--- src/rtl/fei4_cmd_decoder.sv ---
// FE-I4 serial command decoder.
// Turns the CMD_DATA bit stream into trigger, fast and slow command outputs.
module fei4_cmd_decoder #(
    parameter int WR_FE_BITS = 672
) (
    input  logic        CMD_CLK,
    input  logic        RST_B,
    input  logic        CMD_DATA,
    input  logic [2:0]  CHIP_ID,
    output logic        LV1,
    output logic        BCR,
    output logic        ECR,
    output logic        CAL,
    output logic        SLOW_VALID,
    output logic [3:0]  SLOW_CMD,
    output logic [5:0]  SLOW_ADDR,
    output logic [15:0] SLOW_DATA,
    output logic [15:0] FE_DATA,
    output logic        FE_DATA_VALID,
    output logic        FE_DATA_LAST,
    output logic        RUN_MODE,
    output logic        BUSY,
    output logic        CMD_ERR,
    output logic [7:0]  ERR_CNT
);

    localparam int NWORDS = WR_FE_BITS / 16;
    localparam int WCW = (NWORDS > 1) ? $clog2(NWORDS) : 1;
    localparam logic [WCW-1:0] LAST_WORD = WCW'(NWORDS - 1);

    localparam logic [3:0] C_RD_REG  = 4'b0001;
    localparam logic [3:0] C_WR_REG  = 4'b0010;
    localparam logic [3:0] C_WR_FE   = 4'b0100;
    localparam logic [3:0] C_GRST    = 4'b1000;
    localparam logic [3:0] C_GPULSE  = 4'b1001;
    localparam logic [3:0] C_RUNMODE = 4'b1010;

    typedef enum logic [2:0] {
        IDLE, FIELD2, SLOW_HDR, DATA16, DATAFE
    } state_t;

    state_t           state_q, state_d;
    logic [3:0]       win_q, win_d;
    logic [3:0]       cnt_q, cnt_d;
    logic [14:0]      sr_q, sr_d;
    logic [WCW-1:0]   wcnt_q, wcnt_d;
    logic [3:0]       pcmd_q, pcmd_d;
    logic [5:0]       paddr_q, paddr_d;
    logic             match_q, match_d;
    logic             lv1_q, lv1_d;
    logic             bcr_q, bcr_d;
    logic             ecr_q, ecr_d;
    logic             cal_q, cal_d;
    logic             slow_valid_q, slow_valid_d;
    logic [3:0]       slow_cmd_q, slow_cmd_d;
    logic [5:0]       slow_addr_q, slow_addr_d;
    logic [15:0]      slow_data_q, slow_data_d;
    logic [15:0]      fe_data_q, fe_data_d;
    logic             fe_valid_q, fe_valid_d;
    logic             fe_last_q, fe_last_d;
    logic             run_mode_q, run_mode_d;
    logic             cmd_err_q, cmd_err_d;
    logic [7:0]       err_cnt_q, err_cnt_d;

    logic [4:0]  win_next;
    logic [3:0]  f2;
    logic [13:0] hdr;
    logic [15:0] word;
    logic        hdr_match;
    logic        done;
    logic        err;
    logic [3:0]  c_cmd;
    logic [5:0]  c_addr;
    logic [15:0] c_data;
    logic        c_match;

    // Fields always end on the bit being sampled this cycle.
    assign win_next  = {win_q, CMD_DATA};
    assign f2        = {sr_q[2:0], CMD_DATA};
    assign hdr       = {sr_q[12:0], CMD_DATA};
    assign word      = {sr_q, CMD_DATA};
    assign hdr_match = hdr[9] | (hdr[8:6] == CHIP_ID);

    // Next-state and registered-output logic for the command decoder.
    always_comb begin
        state_d      = state_q;
        win_d        = win_q;
        cnt_d        = cnt_q + 4'd1;
        sr_d         = {sr_q[13:0], CMD_DATA};
        wcnt_d       = wcnt_q;
        pcmd_d       = pcmd_q;
        paddr_d      = paddr_q;
        match_d      = match_q;
        lv1_d        = 1'b0;
        bcr_d        = 1'b0;
        ecr_d        = 1'b0;
        cal_d        = 1'b0;
        slow_valid_d = 1'b0;
        slow_cmd_d   = slow_cmd_q;
        slow_addr_d  = slow_addr_q;
        slow_data_d  = slow_data_q;
        fe_data_d    = fe_data_q;
        fe_valid_d   = 1'b0;
        fe_last_d    = 1'b0;
        run_mode_d   = run_mode_q;
        cmd_err_d    = 1'b0;
        err_cnt_d    = err_cnt_q;
        done         = 1'b0;
        err          = 1'b0;
        c_cmd        = pcmd_q;
        c_addr       = paddr_q;
        c_match      = match_q;
        c_data       = 16'h0000;

        unique case (state_q)
            IDLE: begin
                cnt_d = 4'd0;
                if (win_next == 5'b11101) begin
                    lv1_d = 1'b1;
                    win_d = 4'd0;
                end else if (win_next == 5'b10110) begin
                    state_d = FIELD2;
                    win_d   = 4'd0;
                end else begin
                    win_d = win_next[3:0];
                end
            end
            FIELD2: begin
                if (cnt_q == 4'd3) begin
                    cnt_d   = 4'd0;
                    state_d = IDLE;
                    case (f2)
                        4'b0001: bcr_d = 1'b1;
                        4'b0010: ecr_d = 1'b1;
                        4'b0100: cal_d = 1'b1;
                        4'b1000: state_d = SLOW_HDR;
                        default: err = 1'b1;
                    endcase
                end
            end
            SLOW_HDR: begin
                if (cnt_q == 4'd13) begin
                    cnt_d   = 4'd0;
                    pcmd_d  = hdr[13:10];
                    paddr_d = hdr[5:0];
                    match_d = hdr_match;
                    c_cmd   = hdr[13:10];
                    c_addr  = hdr[5:0];
                    c_match = hdr_match;
                    case (hdr[13:10])
                        C_RD_REG, C_GRST, C_GPULSE: done = 1'b1;
                        C_RUNMODE: begin
                            if (hdr[5:0] == 6'b111000) begin
                                done = 1'b1;
                                if (hdr_match) run_mode_d = 1'b1;
                            end else if (hdr[5:0] == 6'b000111) begin
                                done = 1'b1;
                                if (hdr_match) run_mode_d = 1'b0;
                            end else begin
                                err = 1'b1;
                            end
                        end
                        C_WR_REG: state_d = DATA16;
                        C_WR_FE: begin
                            state_d = DATAFE;
                            wcnt_d  = '0;
                        end
                        default: err = 1'b1;
                    endcase
                end
            end
            DATA16: begin
                if (cnt_q == 4'd15) begin
                    c_data = word;
                    done   = 1'b1;
                end
            end
            DATAFE: begin
                if (cnt_q == 4'd15) begin
                    if (match_q) begin
                        fe_valid_d = 1'b1;
                        fe_data_d  = word;
                        fe_last_d  = (wcnt_q == LAST_WORD);
                    end
                    wcnt_d = wcnt_q + 1'b1;
                    if (wcnt_q == LAST_WORD) done = 1'b1;
                end
            end
            default: state_d = IDLE;
        endcase

        if (done) begin
            state_d = IDLE;
            win_d   = 4'd0;
            if (c_match) begin
                slow_valid_d = 1'b1;
                slow_cmd_d   = c_cmd;
                slow_addr_d  = c_addr;
                slow_data_d  = c_data;
                if (c_cmd == C_GRST) run_mode_d = 1'b0;
            end
        end

        if (err) begin
            state_d   = IDLE;
            win_d     = 4'd0;
            cmd_err_d = 1'b1;
            if (err_cnt_q != 8'hFF) err_cnt_d = err_cnt_q + 8'd1;
        end
    end

    // State and output registers, cleared asynchronously.
    always_ff @(posedge CMD_CLK or negedge RST_B) begin
        if (!RST_B) begin
            state_q      <= IDLE;
            win_q        <= '0;
            cnt_q        <= '0;
            sr_q         <= '0;
            wcnt_q       <= '0;
            pcmd_q       <= '0;
            paddr_q      <= '0;
            match_q      <= 1'b0;
            lv1_q        <= 1'b0;
            bcr_q        <= 1'b0;
            ecr_q        <= 1'b0;
            cal_q        <= 1'b0;
            slow_valid_q <= 1'b0;
            slow_cmd_q   <= '0;
            slow_addr_q  <= '0;
            slow_data_q  <= '0;
            fe_data_q    <= '0;
            fe_valid_q   <= 1'b0;
            fe_last_q    <= 1'b0;
            run_mode_q   <= 1'b0;
            cmd_err_q    <= 1'b0;
            err_cnt_q    <= '0;
        end else begin
            state_q      <= state_d;
            win_q        <= win_d;
            cnt_q        <= cnt_d;
            sr_q         <= sr_d;
            wcnt_q       <= wcnt_d;
            pcmd_q       <= pcmd_d;
            paddr_q      <= paddr_d;
            match_q      <= match_d;
            lv1_q        <= lv1_d;
            bcr_q        <= bcr_d;
            ecr_q        <= ecr_d;
            cal_q        <= cal_d;
            slow_valid_q <= slow_valid_d;
            slow_cmd_q   <= slow_cmd_d;
            slow_addr_q  <= slow_addr_d;
            slow_data_q  <= slow_data_d;
            fe_data_q    <= fe_data_d;
            fe_valid_q   <= fe_valid_d;
            fe_last_q    <= fe_last_d;
            run_mode_q   <= run_mode_d;
            cmd_err_q    <= cmd_err_d;
            err_cnt_q    <= err_cnt_d;
        end
    end

    assign LV1           = lv1_q;
    assign BCR           = bcr_q;
    assign ECR           = ecr_q;
    assign CAL           = cal_q;
    assign SLOW_VALID    = slow_valid_q;
    assign SLOW_CMD      = slow_cmd_q;
    assign SLOW_ADDR     = slow_addr_q;
    assign SLOW_DATA     = slow_data_q;
    assign FE_DATA       = fe_data_q;
    assign FE_DATA_VALID = fe_valid_q;
    assign FE_DATA_LAST  = fe_last_q;
    assign RUN_MODE      = run_mode_q;
    assign BUSY          = (state_q != IDLE);
    assign CMD_ERR       = cmd_err_q;
    assign ERR_CNT       = err_cnt_q;

endmodule

--- config.mk ---
export PLATFORM = sky130hd
export DESIGN_NAME = fei4_cmd_decoder
export DESIGN_NICKNAME = d
export VERILOG_FILES = /design/src/rtl/fei4_cmd_decoder.sv
export SDC_FILE = /design/constraint.sdc
export NUM_CORES = 1
export LEC_CHECK = 0
export ABC_CLOCK_PERIOD_IN_PS = 3650
export CORE_MARGIN = 2
export CORE_UTILIZATION = 29
export CTS_CLUSTER_SIZE = 16
export DETAILED_ROUTE_END_ITERATION = 8
export DONT_BUFFER_PORTS = 1
export PLACE_DENSITY_LB_ADDON = 0.25
export SLEW_MARGIN = 20
export SYNTH_ARGS = -nofsm -noshare
export SYNTH_HDL_FRONTEND = slang
export SYNTH_SLANG_ARGS = --single-unit
--- constraint.sdc ---
create_clock -name CMD_CLK -period 3.65 [get_ports CMD_CLK]
set_clock_uncertainty 0.1 [all_clocks]
set_input_delay 0 -clock CMD_CLK [delete_from_list [all_inputs] [get_ports CMD_CLK]]
set_output_delay 0 -clock CMD_CLK [all_outputs]
set_load 0.1 [all_outputs]
# Word-level counts from Yosys, hierarchy flattened
# Index checks and enable logic that the tools add are counted.
[word_totals]
register_bits = 102
output_inout_bits = 60
wordCells = 147
[classes]
eq_ne = 34
add_sub_neg = 3
bitwise_logic = 1
n_mux = 74
reduce_logical = 13
[op_table]
columns = ["cell", "count"]
rows = [
  ["two-way mux 1 bit", 43],
  ["two-way mux 4 bit", 9],
  ["two-way mux 16 bit", 2],
  ["two-way mux 6 bit", 5],
  ["== test 4 bit (second input constant)", 7],
  ["two-way mux 3 bit", 6],
  ["!= test 4 bit (second input constant)", 4],
  ["== test 4 x 2 -> 1 bit (second input constant)", 3],
  ["== test 6 bit (second input constant)", 2],
  ["case mux 3 bit (4 select lines)", 1],
  ["case mux 4 bit (3 select lines)", 1],
  ["case mux 6 bit (2 select lines)", 1],
  ["== test 5 bit (second input constant)", 2],
  ["adder 8 x 1 -> 8 bit (second input constant)", 1],
  ["== test 4 x 1 -> 1 bit (second input constant)", 2],
  ["== test 4 x 3 -> 1 bit (second input constant)", 2],
  ["!= test 8 bit (second input constant)", 1],
  ["adder 6 x 1 -> 6 bit (second input constant)", 1],
  ["== test 3 x 2 -> 1 bit (second input constant)", 2],
  ["== test 6 x 3 -> 1 bit (second input constant)", 1],
  ["case mux 1 bit (2 select lines)", 3],
  ["case mux 3 bit (2 select lines)", 1],
  ["AND reduction 6 bit", 1],
  ["nonzero test 3 bit", 2],
  ["other kinds (20)", 22],
]

# Longest topological paths before layout
# Gate-level depths: netlist of the first run.
[depth]
depth_word = 11
mapped_depth = 10

# Worst setup path before layout of the first run
# Ideal clock, no wire load.
[synth_path]
kind = "register to register"
from = "reg cnt_q[0]"
to = "reg err_cnt_q[1] (netlist: ERR_CNT[1])"
period_less_slack_ps = 2602
t_arrival_ps = 2376
path_stages_with_launch = 8
setup_slack_ps = 1048
setup_ps = 126
path_cell_list = "dfrtp_1 > ha_1 > nor4b_1 > nor3b_1 > o211ai_1 > o21ai_2 > and2_1 > mux2_2"
[synth_between]
elab_chain_len = 4
word_cells_on_any_way = 6
cone_classes = "eq/ne (2); mux (3); reduce/logical (1)"
[synth_rtl]
columns = ["element", "line", "source"]
rows = [
  ["from (decl)", "44", "logic [3:0] cnt_q, cnt_d;"],
  ["from (signal assigned)", "240", "cnt_q <= cnt_d;"],
  ["== test 4 bit or == test 4 x 2 -> 1 bit (tied branches)", "142, 129", ""],
  ["two-way mux 1 bit (on tied branches)", "142, 129", ""],
  ["case mux 1 bit (2 select lines) (*)", "115", "unique case (state_q)"],
  ["AND reduction 2 bit (no line) (*)", "--", ""],
  ["to (signal assigned)", "259", "err_cnt_q <= err_cnt_d;"],
  ["to (decl)", "63", "logic [7:0] err_cnt_q, err_cnt_d;"],
]
# Mark *: on every way between the ends. The rest lies on a longest branch, timed or not.
# A chain may end at the register's enable or synchronous reset.

# Worst setup path in the final report of the first run
[layout_path]
from = "reg cnt_q[1]"
to = "reg slow_cmd_q[3] (netlist: SLOW_CMD[3])"
[layout_between]
elab_chain_len = 4
word_cells_on_any_way = 11
cone_classes = "eq/ne (2); mux (8); reduce/logical (1)"
[layout_rtl]
columns = ["element", "line", "source"]
rows = [
  ["== test 4 bit (on tied branches)", "173, 179, 142", ""],
  ["two-way mux 1 bit (on tied branches)", "179, 142, 173", ""],
  ["case mux 1 bit (3 select lines) or two-way mux 1 bit (tied branches)", "--", ""],
  ["AND reduction 2 bit (no line)", "--", ""],
  ["to (signal assigned)", "251", "slow_cmd_q <= slow_cmd_d;"],
  ["to (decl)", "55", "logic [3:0] slow_cmd_q, slow_cmd_d;"],
]
# Parallel ways exist; a longest one is shown, timed or not.

==> impl_metrics.py, run 1 <==
metrics = {
    "synthesis": {
        "netlist_instances": 337,
        "synth_cell_type_count": 44,
        "ys_seq_area_frac": 0.619,
        "yosys-top-cells-area": "dfrtp_1 (62%), mux2_2 (7.7%), nand2_1 (3.8%)",
        "synth_edf_count": 0,
        "synth_nets": 348,
        "synth.most_common_cell": "dfrtp_1",
        "synth-simple-area-share": 0.144,
        "async_flop_share": 1.00,
        "ys.flop_type": "dfrtp_1",
        "synth_mux_area_frac": 0.0838,
        "synth_fa_ha_area_frac": 0.0152,
        "synth_top_family_by_area": "simple AND/OR/NAND/NOR gates",
        "synth_area_um2": 4120,
        "synth-xor-area-share": 0.0298,
        "avgSynthCellArea_um2": 12.2,
        "yosysTopAreaCell": "dfrtp_1",
        "synth-warning-count": 0,
        "synth_compound_area_frac": 0.0853,
        "synth_top_area_share": 0.619,
        "synth_seq_cells": 102,
        "ys_top_cells_by_count": "dfrtp_1 (102), nand2_1 (42), mux2_2 (28)",
    },
    "setup_path": {
        "critPathSlowestCell": "or3_1",
        "setup.worst_path.class": "flip-flop to flip-flop",
        "startpoint_type": "flip-flop",
        "cp.required_ns": 3.78,
        "path_cells": "inv_1, ha_1, nand3_1, or3_1, nor4_1, o31ai_4, buf_4, mux2_2",
        "worstPathArrival_ns": 2.95,
        "timing.rr.end": "SLOW_CMD[3]",
        "cp_max_fo": 14,
        "startpoint": "cnt_q[1]",
        "rr_worst_depth": 8,
        "rrSetupSlack_ns": 0.83,
        "slowest_delay_ns": 0.63,
        "end_kind": "flip-flop",
        "r2r_start": "cnt_q[1]",
        "endpoint": "SLOW_CMD[3]",
    },
    "detailed_routing": {
        "wl_per_cell_um": 16.4,
        "vias": 2590,
        "wl_mm": 8.80,
        "drt_first_pass_iters": 5,
        "routed_via_density": 4.83,
        "initialDrtViolationCount": 179,
        "ant_nets": 0,
        "drcViolationCount": 0,
    },
    "timing": {
        "layout_setup_ws_ns": 0.834,
        "tightest_slew_ns": 0.990,
        "setup_viol": 0,
        "slew_headroom": 0.339,
        "hold_viol": 0,
        "fin_crit_sh": 0.772,
        "fmax_ghz": 0.355,
        "report.final.slew_viol_count": 0,
        "min_period_ns": 2.82,
        "fin_tns_setup_ns": 0,
        "rsz0062_at_grt": "no",
    },
    "global_routing": {
        "grt_max_degree": 103,
        "grt_pass1_wl_mm": 14.2,
        "grtUsageMet1": 0.161,
        "grt_usage": 0.124,
        "grt_antenna_before_repair": 0,
        "grt_pass1_vias": 2594,
        "use_met3": 0.0443,
        "grt_remaining_overflow": 0,
        "grt_busiest_layer": "met2",
        "grt_util_met2": 0.189,
    },
    "status": {
        "status": "completed",
    },
    "finish": {
        "fin_cells": 536,
        "design_area_um2": 4730,
        "drive_above_1_share": 0.185,
        "finalNetCount": 362,
        "antenna_cells": 0,
        "areaGrowthSynthToFinish_pct": 14.8,
    },
    "floorplanning": {
        "core_um2": 13900,
        "fp.dieH_um": 123,
        "start_util": 0.297,
        "dieArea_um2": 15200,
        "die_x_um": 123,
        "num_rows": 43,
        "num_io_pins": 66,
    },
    "pwr": {
        "p_sw_uw": 721,
        "sw_frac_of_total": 0.294,
        "pwr-share-comb": 0.105,
        "pwr-share-seq": 0.520,
        "p_int_mw": 1.74,
        "p_leak_nw": 2.25,
        "power_density_nw_per_um2": 519,
        "p_clk_frac": 0.375,
        "peakVddDrop_uv": 207,
    },
    "place": {
        "placed_area_um2": 4400,
        "dp.cells": 517,
        "hpwlAfterDp_mm": 5.86,
        "place_congestion": 0.774,
        "dp_slack_ns": 0.850,
        "port-buffer-count": 0,
    },
    "clocking": {
        "ctsResizeCount": 0,
        "cts_max_level": 3,
        "cts.sinks": 102,
        "clockBufferDepth": 2,
        "cts_inserted_buffers": 9,
        "cts-root-buf": "clkbuf_16",
        "clk_pin_slew_ns": 0.07,
        "clk_latency_ns": 0.35,
        "tritoncts": "yes",
        "cts_setup_buffers": 0,
    },
    "min_path": {
        "hp-start": "CMD_DATA",
        "hold_class": "input port to flip-flop",
    },
    "run": {
        "cap_violations": 0,
    },
}
==> power by group through the flow <==
stage                     clock network (mW)  logic [mW]  registers, mW
after floorplan                            0       0.182           1.30
after global placement                     0       0.224           1.30
after detailed placement                   0       0.230           1.30
after CTS                              0.956       0.261           1.28
after global routing                   0.994       0.285           1.29
final                                  0.922       0.258           1.28
==> repair_timing <==
action	4_1_cts	5_1_grt
hold buffers	3	0
hold endpoints to repair	117	0
endpoints found under the setup margin	0	0
==> placed cells by master (no fill, tap or decap), drive strengths merged, types with 5 or more instances in the layout <==
master,count
nand2,42
nor2,25
a22o,16
a21oi,12
ha,5
dfrtp,102
nor3,7
nand3,13
buf,15
clkbuf,9
xor2,7
mux2,28
xnor2,7
inv,12
==> cell families (layout without fill, tap and decap cells) <==
group	Yosys count	after routing
mux	31	31
xor+xnor	14	14
buf+inv	22	41
fa+ha+maj	5	5
compound gates	43	43
simple gates	120	120
flops	102	102
==> sequential cells by signal (all words and copies together), names as in the netlist <==
signal	cells
FE_DATA	16
SLOW_DATA	16
sr_q	15
ERR_CNT	8
SLOW_ADDR	6
paddr_q	6
wcnt_q	6
SLOW_CMD	4
cnt_q	4
pcmd_q	4
win_q	4
state_q	3
BCR	1
CAL	1
CMD_ERR	1
ECR	1
FE_DATA_LAST	1
FE_DATA_VALID	1
LV1	1
RUN_MODE	1
SLOW_VALID	1
match_q	1
==> worst min-delay path by stage <==
stage            endpoint  cells past startpoint  slack [ns]
2_1_floorplan         BCR                      0       -0.40
3_3_place_gp   FE_DATA[8]                      0       -0.39
3_5_place_dp   FE_DATA[8]                      0       -0.39
4_1_cts          RUN_MODE                      5        0.02
5_1_grt          RUN_MODE                      5        0.07
6_report         RUN_MODE                      5        0.02
==> cell type report <==
cell class,instances,area [µm²]
tap,180,225
sequential,102,2550
multi-input combinational,213,1480
fill,1365,9150
clock inverter,7,62.6
inverter,8,30.0
timing repair buffer,17,153
clock buffer,9,225
==> through the flow <==
step / power [mW] / utilization / hold WS (ns)
after floorplan: 1.48 / - / -0.396
after global placement: 1.52 / 0.317 / -0.394
after detailed placement: 1.53 / 0.317 / -0.394
after CTS: 2.49 / 0.341 / 0.0212
after global routing: 2.57 / 0.341 / 0.0684
final: 2.46 / 0.341 / 0.0216
==> metal layers <==
layer,up-vias,part of all wire
met1,1308,0.44
met4,0,0.017
met5,-,0
met3,10,0.058
li1,1223,-
met2,49,0.48
==> worst max-delay path, delay by kind of cell (launching register included) <==
kind | cells | cell delay (ns)
buf+inv | 2 | 0.28
fa+ha+maj | 1 | 0.13
flops | 1 | 0.40
compound gates | 1 | 0.13
simple gates | 3 | 1.37
mux | 1 | 0.29
Power figures use the tool's default switching activity.
==> run 2: changes to the inputs <==
--- a/config.mk
+++ b/config.mk
@@ -5,7 +5,7 @@
 export SDC_FILE = /design/constraint.sdc
 export NUM_CORES = 1
 export LEC_CHECK = 0
-export ABC_CLOCK_PERIOD_IN_PS = 3650
+export ABC_CLOCK_PERIOD_IN_PS = 2760
 export CORE_MARGIN = 2
 export CORE_UTILIZATION = 29
 export CTS_CLUSTER_SIZE = 16
==> constraint.sdc (replaced) <==
create_clock -name CMD_CLK -period 2.76 [get_ports CMD_CLK]
set_clock_uncertainty 0.1 [all_clocks]
set_input_delay 0 -clock CMD_CLK [delete_from_list [all_inputs] [get_ports CMD_CLK]]
set_output_delay 0 -clock CMD_CLK [all_outputs]
set_load 0.1 [all_outputs]
==> run 2 against run 1 <==
Effect of this change:
- total power is 31% higher
- non-clock buffer count is 27 higher
- combinational power is 50% higher
- sequential power is 30% higher
- worst hold slack better by 0.013 ns
- final cell count is 4.9% higher
- worst setup slack worse by 0.66 ns
- clock-buffer cell count is 1 higher
- critical path depth is 1 lower
- register-to-register slack worse by 0.64 ns
- global-route usage is 0.30 points higher
==> impl_metrics.py, run 2 (synthesized netlist as in run 1, its figures left out) <==
metrics = {
    "status": {
        "status": "completed",
    },
    "global_routing": {
        "use_met3": 0.0314,
        "grtUsageMet1": 0.168,
        "grt_remaining_overflow": 0,
        "grt_busiest_layer": "met2",
        "grt_pass1_wl_mm": 14.9,
        "grt_util_met2": 0.205,
        "grt_antenna_before_repair": 0,
        "grt_pass1_vias": 2795,
        "grt_max_degree": 103,
        "grt_usage": 0.127,
    },
    "setup_path": {
        "timing.rr.end": "state_q[0]",
        "rr_worst_depth": 5,
        "rrSetupSlack_ns": 0.19,
        "cpLargestDelayFamily": "simple AND/OR/NAND/NOR gates",
        "path_cells": "dlygate4sd3_1, nor4b_2, nand3_1, a21oi_2, o21ai_2, or4_1, a2111oi_4",
        "r2r_start": "sr_q[4]",
        "end_kind": "flip-flop",
        "setup.worst_path.class": "input port to flip-flop",
        "worstPathArrival_ns": 2.72,
        "crit_buf_inv": 1,
        "critPathSlowestCell": "dlygate4sd3_1",
        "cp.required_ns": 2.89,
        "slowest_delay_ns": 0.75,
        "cp_max_fo": 12,
        "startpoint_type": "input port",
    },
    "detailed_routing": {
        "wl_per_cell_um": 15.7,
        "initialDrtViolationCount": 153,
        "drcViolationCount": 0,
        "vias": 2672,
        "ant_nets": 0,
        "wl_mm": 8.83,
        "routed_via_density": 4.75,
        "drt_first_pass_iters": 4,
    },
    "timing": {
        "tightest_slew_ns": 0.913,
        "rsz0062_at_grt": "no",
        "slew_headroom": 0.391,
        "min_period_ns": 2.59,
        "layout_setup_ws_ns": 0.171,
        "fin_crit_sh": 0.938,
        "report.final.slew_viol_count": 0,
        "fin_tns_setup_ns": 0,
        "holdWs_ns": 0.0345,
        "setup_viol": 0,
        "fmax_ghz": 0.386,
        "hold_viol": 0,
    },
    "place": {
        "placed_area_um2": 4610,
        "hpwlAfterDp_mm": 6.09,
        "dp_slack_ns": 0.0980,
        "place_congestion": 0.780,
        "port-buffer-count": 0,
    },
    "min_path": {
        "hold-path-cell-count": 5,
        "hp-start": "CMD_DATA",
        "hold_class": "input port to flip-flop",
        "worstHoldEndpoint": "RUN_MODE",
    },
    "finish": {
        "antenna_cells": 0,
        "design_area_um2": 4930,
        "finalNetCount": 389,
        "final_cell_mix": "dfrtp_1 (102), nand2_1 (42), buf_4 (40), mux2_2 (28), nor2_1 (25)",
        "drive_above_1_share": 0.241,
        "final_core_util": 0.355,
        "layout_commonest_cell": "dfrtp_1",
        "areaGrowthSynthToFinish_pct": 19.6,
    },
    "pwr": {
        "power_density_nw_per_um2": 651,
        "p_leak_nw": 2.38,
        "p_int_mw": 2.29,
        "pwr-share-comb": 0.121,
        "p_sw_uw": 919,
        "sw_frac_of_total": 0.286,
        "p_clk_frac": 0.359,
        "pwr-share-seq": 0.521,
        "peakVddDrop_uv": 252,
    },
    "floorplanning": {
        "die_x_um": 123,
        "num_io_pins": 66,
        "dieArea_um2": 15200,
        "core_um2": 13900,
        "start_util": 0.297,
        "num_rows": 43,
        "fp.dieH_um": 123,
    },
    "run": {
        "cap_violations": 0,
    },
    "clocking": {
        "tritoncts": "yes",
        "cts_setup_buffers": 0,
        "clockBufferDepth": 2,
        "cts_inserted_buffers": 9,
        "cts_max_level": 3,
        "clk_latency_ns": 0.34,
        "clk_pin_slew_ns": 0.07,
        "cts.sinks": 102,
        "cts-root-buf": "clkbuf_16",
    },
}
-- run 2: cell count changes in the layout (fill, tap and decap cells not counted) --
cell	before	now
buf_4	14	40
inv_6	3	1
clkinvlp_4	1	3
clkinv_2	0	1
buf_12	0	1
inv_8	1	0
nor4b_2	0	1
clkbuf_1	0	1
nor4b_1	4	3
clkinv_4	2	0
-- run 2: worst reg2reg max path: cells and delay by family, from the launching register on --
kind	cells	cell delay [ns]
AOI/OAI and AO/OA	3	0.63
DFF	1	0.46
and+or+nand+nor	2	1.29
-- run 2: timing repair --
| item | CTS | global route |
|---|---|---|
| gates resized for setup | 0 | 1 |
| endpoints found under the setup margin | 0 | 1 |
| hold buffers | 3 | 0 |
| hold endpoints to repair | 115 | 0 |
-- run 2: worst max-delay path by stage --
| stage | startpoint | endpoint | slack [ns] | cells after the start |
|---|---|---|---|---|
| 3_5_place_dp | sr_q[0] | state_q[0] | 0.1 | 6 |
| 6_report | CMD_DATA | state_q[0] | 0.17 | 7 |
| 2_1_floorplan | cnt_q[0] | ERR_CNT[1] | 0.16 | 7 |
| 5_1_grt | cnt_q[0] | ERR_CNT[1] | 0.02 | 8 |
| 3_3_place_gp | sr_q[0] | state_q[0] | 0.23 | 6 |
| 4_1_cts | CMD_DATA | state_q[0] | 0.03 | 7 |
-- run 2: layout make-up --
cell class / instances / area, µm²
Clock buffer: 10 / 229
Multi-Input combinational cell: 213 / 1490
Clock inverter: 5 / 36.3
Sequential cell: 102 / 2550
Fill cell: 1392 / 8950
Tap cell: 180 / 225
Inverter: 8 / 30.0
Timing Repair Buffer: 44 / 368
-- run 2: stage by stage --
| stage | std cells | power (mW) |
|---|---|---|
| 2_1_floorplan | 337 | 1.96 |
| 3_3_place_gp | 544 | 2.03 |
| 3_5_place_dp | 544 | 2.05 |
| 4_1_cts | 562 | 3.24 |
| 5_1_grt | 562 | 3.37 |
| 6_report | 562 | 3.21 |
-- run 2: power by group through the flow --
stage	Combinational [mW]	Clock, mW	Sequential, mW
finish	0.387	1.15	1.67
global route	0.425	1.26	1.69
CTS	0.390	1.18	1.67
detailed placement	0.349	0	1.70
global placement	0.337	0	1.70
floorplan	0.241	0	1.72
-- run 2: per-layer routing --
layer,part of all wire,wire (µm)
met5,0,0
met4,0.016,138
met3,0.042,375
met2,0.50,4420
met1,0.44,3890
==> run 3: changes to the inputs <==
--- a/config.mk
+++ b/config.mk
@@ -5,13 +5,14 @@
 export SDC_FILE = /design/constraint.sdc
 export NUM_CORES = 1
 export LEC_CHECK = 0
+export ABC_AREA = 1
 export ABC_CLOCK_PERIOD_IN_PS = 2760
 export CORE_MARGIN = 2
 export CORE_UTILIZATION = 29
 export CTS_CLUSTER_SIZE = 16
 export DETAILED_ROUTE_END_ITERATION = 8
 export DONT_BUFFER_PORTS = 1
-export PLACE_DENSITY_LB_ADDON = 0.25
+export PLACE_DENSITY = 0.54
 export SLEW_MARGIN = 20
 export SYNTH_ARGS = -nofsm -noshare
 export SYNTH_HDL_FRONTEND = slang
==> run 3 against run 2 <==
Effect of this change:
- sequential power about the same
- worst setup slack better by 0.49 ns
- synthesized cell count grew 47%
- final cell count grew 38%
- largest cell class unchanged
- clock-buffer cell count stayed put
- global-route usage is 0.14 points higher
- critical endpoint is now SLOW_DATA[14]
- highest routed layer unchanged
- critical path depth is 4 higher
==> impl_metrics.py, run 3 <==
metrics = {
    "detailed_routing": {
        "drt_first_pass_iters": 4,
        "wl_per_cell_um": 13.2,
        "initialDrtViolationCount": 272,
        "ant_nets": 0,
        "vias": 3377,
        "wl_mm": 10.2,
        "routed_via_density": 4.36,
        "drcViolationCount": 0,
    },
    "place": {
        "dp.cells": 754,
        "hpwlAfterDp_mm": 7.26,
        "port-buffer-count": 0,
        "place_congestion": 0.799,
    },
    "finish": {
        "fin_cells": 775,
        "final_cell_mix": "nand2_1 (148), dfrtp_1 (102), buf_4 (54), inv_1 (43), nor2_1 (38)",
        "fill_cells": 1604,
        "antenna_cells": 0,
        "finalNetCount": 565,
        "layout_commonest_cell": "nand2_1",
        "areaGrowthSynthToFinish_pct": 21.8,
        "drive_above_1_share": 0.245,
    },
    "clocking": {
        "clockBufferDepth": 2,
        "cts-root-buf": "clkbuf_16",
        "clk_latency_ns": 0.35,
        "tritoncts": "yes",
        "cts_max_level": 3,
        "cts_inserted_buffers": 9,
        "clk_pin_slew_ns": 0.07,
        "cts.sinks": 102,
    },
    "synthesis": {
        "synth_cell_type_count": 32,
        "ys.flop_type": "dfrtp_1",
        "synth_top_area_share": 0.553,
        "ys_top_cells_by_count": "nand2_1 (148), dfrtp_1 (102), inv_1 (43)",
        "synth-warning-count": 0,
        "synth_edf_count": 0,
        "async_flop_share": 1.00,
        "synth.most_common_cell": "nand2_1",
        "avgSynthCellArea_um2": 9.34,
        "yosysTopAreaCell": "dfrtp_1",
        "synth_nets": 505,
        "yosys-top-cells-area": "dfrtp_1 (55%), nand2_1 (12%), o21ai_2 (5.7%)",
        "ys_seq_area_frac": 0.553,
        "netlist_instances": 494,
        "synth_seq_cells": 102,
        "synth_area_um2": 4610,
    },
    "setup_path": {
        "cp_max_fo": 28,
        "setup.worst_path.class": "flip-flop to flip-flop",
        "worstPathArrival_ns": 2.27,
        "timing.rr.end": "SLOW_DATA[14]",
        "cp.required_ns": 2.93,
        "rrSetupSlack_ns": 0.66,
        "end_kind": "flip-flop",
        "rr_worst_depth": 11,
        "r2r_start": "cnt_q[1]",
        "startpoint_type": "flip-flop",
    },
    "global_routing": {
        "grt_antenna_before_repair": 0,
        "grt_usage": 0.128,
        "grt_pass1_wl_mm": 16.8,
        "grt_remaining_overflow": 0,
        "grt_pass1_vias": 3291,
        "grt_max_degree": 103,
    },
    "floorplanning": {
        "num_rows": 46,
        "die_x_um": 130,
        "num_io_pins": 66,
        "dieArea_um2": 16900,
        "start_util": 0.294,
        "core_um2": 15700,
        "fp.dieH_um": 130,
    },
    "min_path": {
        "hold_class": "input port to flip-flop",
        "hp-start": "CHIP_ID[2]",
        "hold-path-cell-count": 6,
        "worstHoldEndpoint": "match_q",
    },
    "timing": {
        "fin_tns_setup_ns": 0,
        "min_period_ns": 2.10,
        "fmax_ghz": 0.476,
        "holdWs_ns": 0.0522,
        "fin_crit_sh": 0.762,
        "slew_headroom": 0.392,
        "tightest_slew_ns": 0.913,
        "hold_viol": 0,
        "rsz0062_at_grt": "no",
        "setup_viol": 0,
        "report.final.slew_viol_count": 0,
    },
    "status": {
        "status": "completed",
    },
    "run": {
        "cap_violations": 0,
    },
    "pwr": {
        "power_density_nw_per_um2": 698,
        "p_leak_nw": 2.80,
        "peakVddDrop_uv": 312,
    },
}
run 3: stage by stage:
step	util	cell area (µm²)	worst slack [ns]	power (mW)
4_1_cts	0.358	5620	0.638	3.98
6_report	0.358	5620	0.658	3.92
3_5_place_dp	0.331	5200	0.658	2.45
3_3_place_gp	0.331	5200	0.718	2.43
5_1_grt	0.358	5620	0.495	4.14
2_1_floorplan	-	4610	0.591	2.30
run 3: worst max path at each step:
| stage | start | end | slack, ns | cells after the start |
|---|---|---|---|---|
| after CTS | cnt_q[1] | SLOW_DATA[14] | 0.64 | 11 |
| final | cnt_q[1] | SLOW_DATA[14] | 0.66 | 11 |
| after detailed placement | cnt_q[1] | SLOW_DATA[14] | 0.66 | 11 |
| after global routing | cnt_q[1] | SLOW_DATA[13] | 0.49 | 11 |
| after floorplan | ERR_CNT[1] | ERR_CNT[2] | 0.59 | 7 |
| after global placement | cnt_q[0] | SLOW_DATA[13] | 0.72 | 10 |
run 3: what timing repair did:
action	4_1_cts	5_1_grt
endpoints found under the setup margin	0	0
hold buffers	5	0
gates resized for setup	0	0
setup buffers	0	0
hold endpoints to repair	115	0
run 3: critical path, stage by stage, from the launching register on:
cell     delay (ns)
dfrtp_1        0.40
inv_1          0.06
ha_1           0.15
nand3_2        0.16
inv_2          0.11
nand2_4        0.15
nand2_2        0.10
nand2_2        0.08
nand2_4        0.31
buf_4          0.24
nand2_1        0.07
o21ai_2        0.06
run 3: layout make-up:
class | count | area, µm² | share of cell area
Sequential cell | 102 | 2550 | 0.454
Multi-Input combinational cell | 331 | 1770 | 0.314
Timing Repair Buffer | 60 | 493 | 0.0878
Tap cell | 216 | 270 | 0.0481
Clock buffer | 10 | 239 | 0.0425
Inverter | 50 | 188 | 0.0334
Clock inverter | 6 | 109 | 0.0194
run 3: kinds of logic (layout without fill, tap and decap cells):
logic type,after synthesis,after routing,share of synthesized area
and+or+nand+nor,249,249,0.244
DFF,102,102,0.553
AOI/OAI and AO/OA,65,65,0.103
buffers and inverters,61,126,0.0635
xor gates and xnor gates,12,12,0.0228
adders and majority gates,5,5,0.0136
run 3: where the power goes:
group | switching, mW | internal, mW | total, mW
clock | 0.557 | 0.909 | 1.47
combinational | 0.548 | 0.206 | 0.754
sequential | 0.108 | 1.59 | 1.70
run 3: metal layers:
layer	track usage	up-vias	wire length (µm)
met5	0	-	0
met4	0.0398	0	142
met3	0.0336	14	460
met2	0.209	53	4900
met1	0.168	1627	4690
li1	-	1683	-
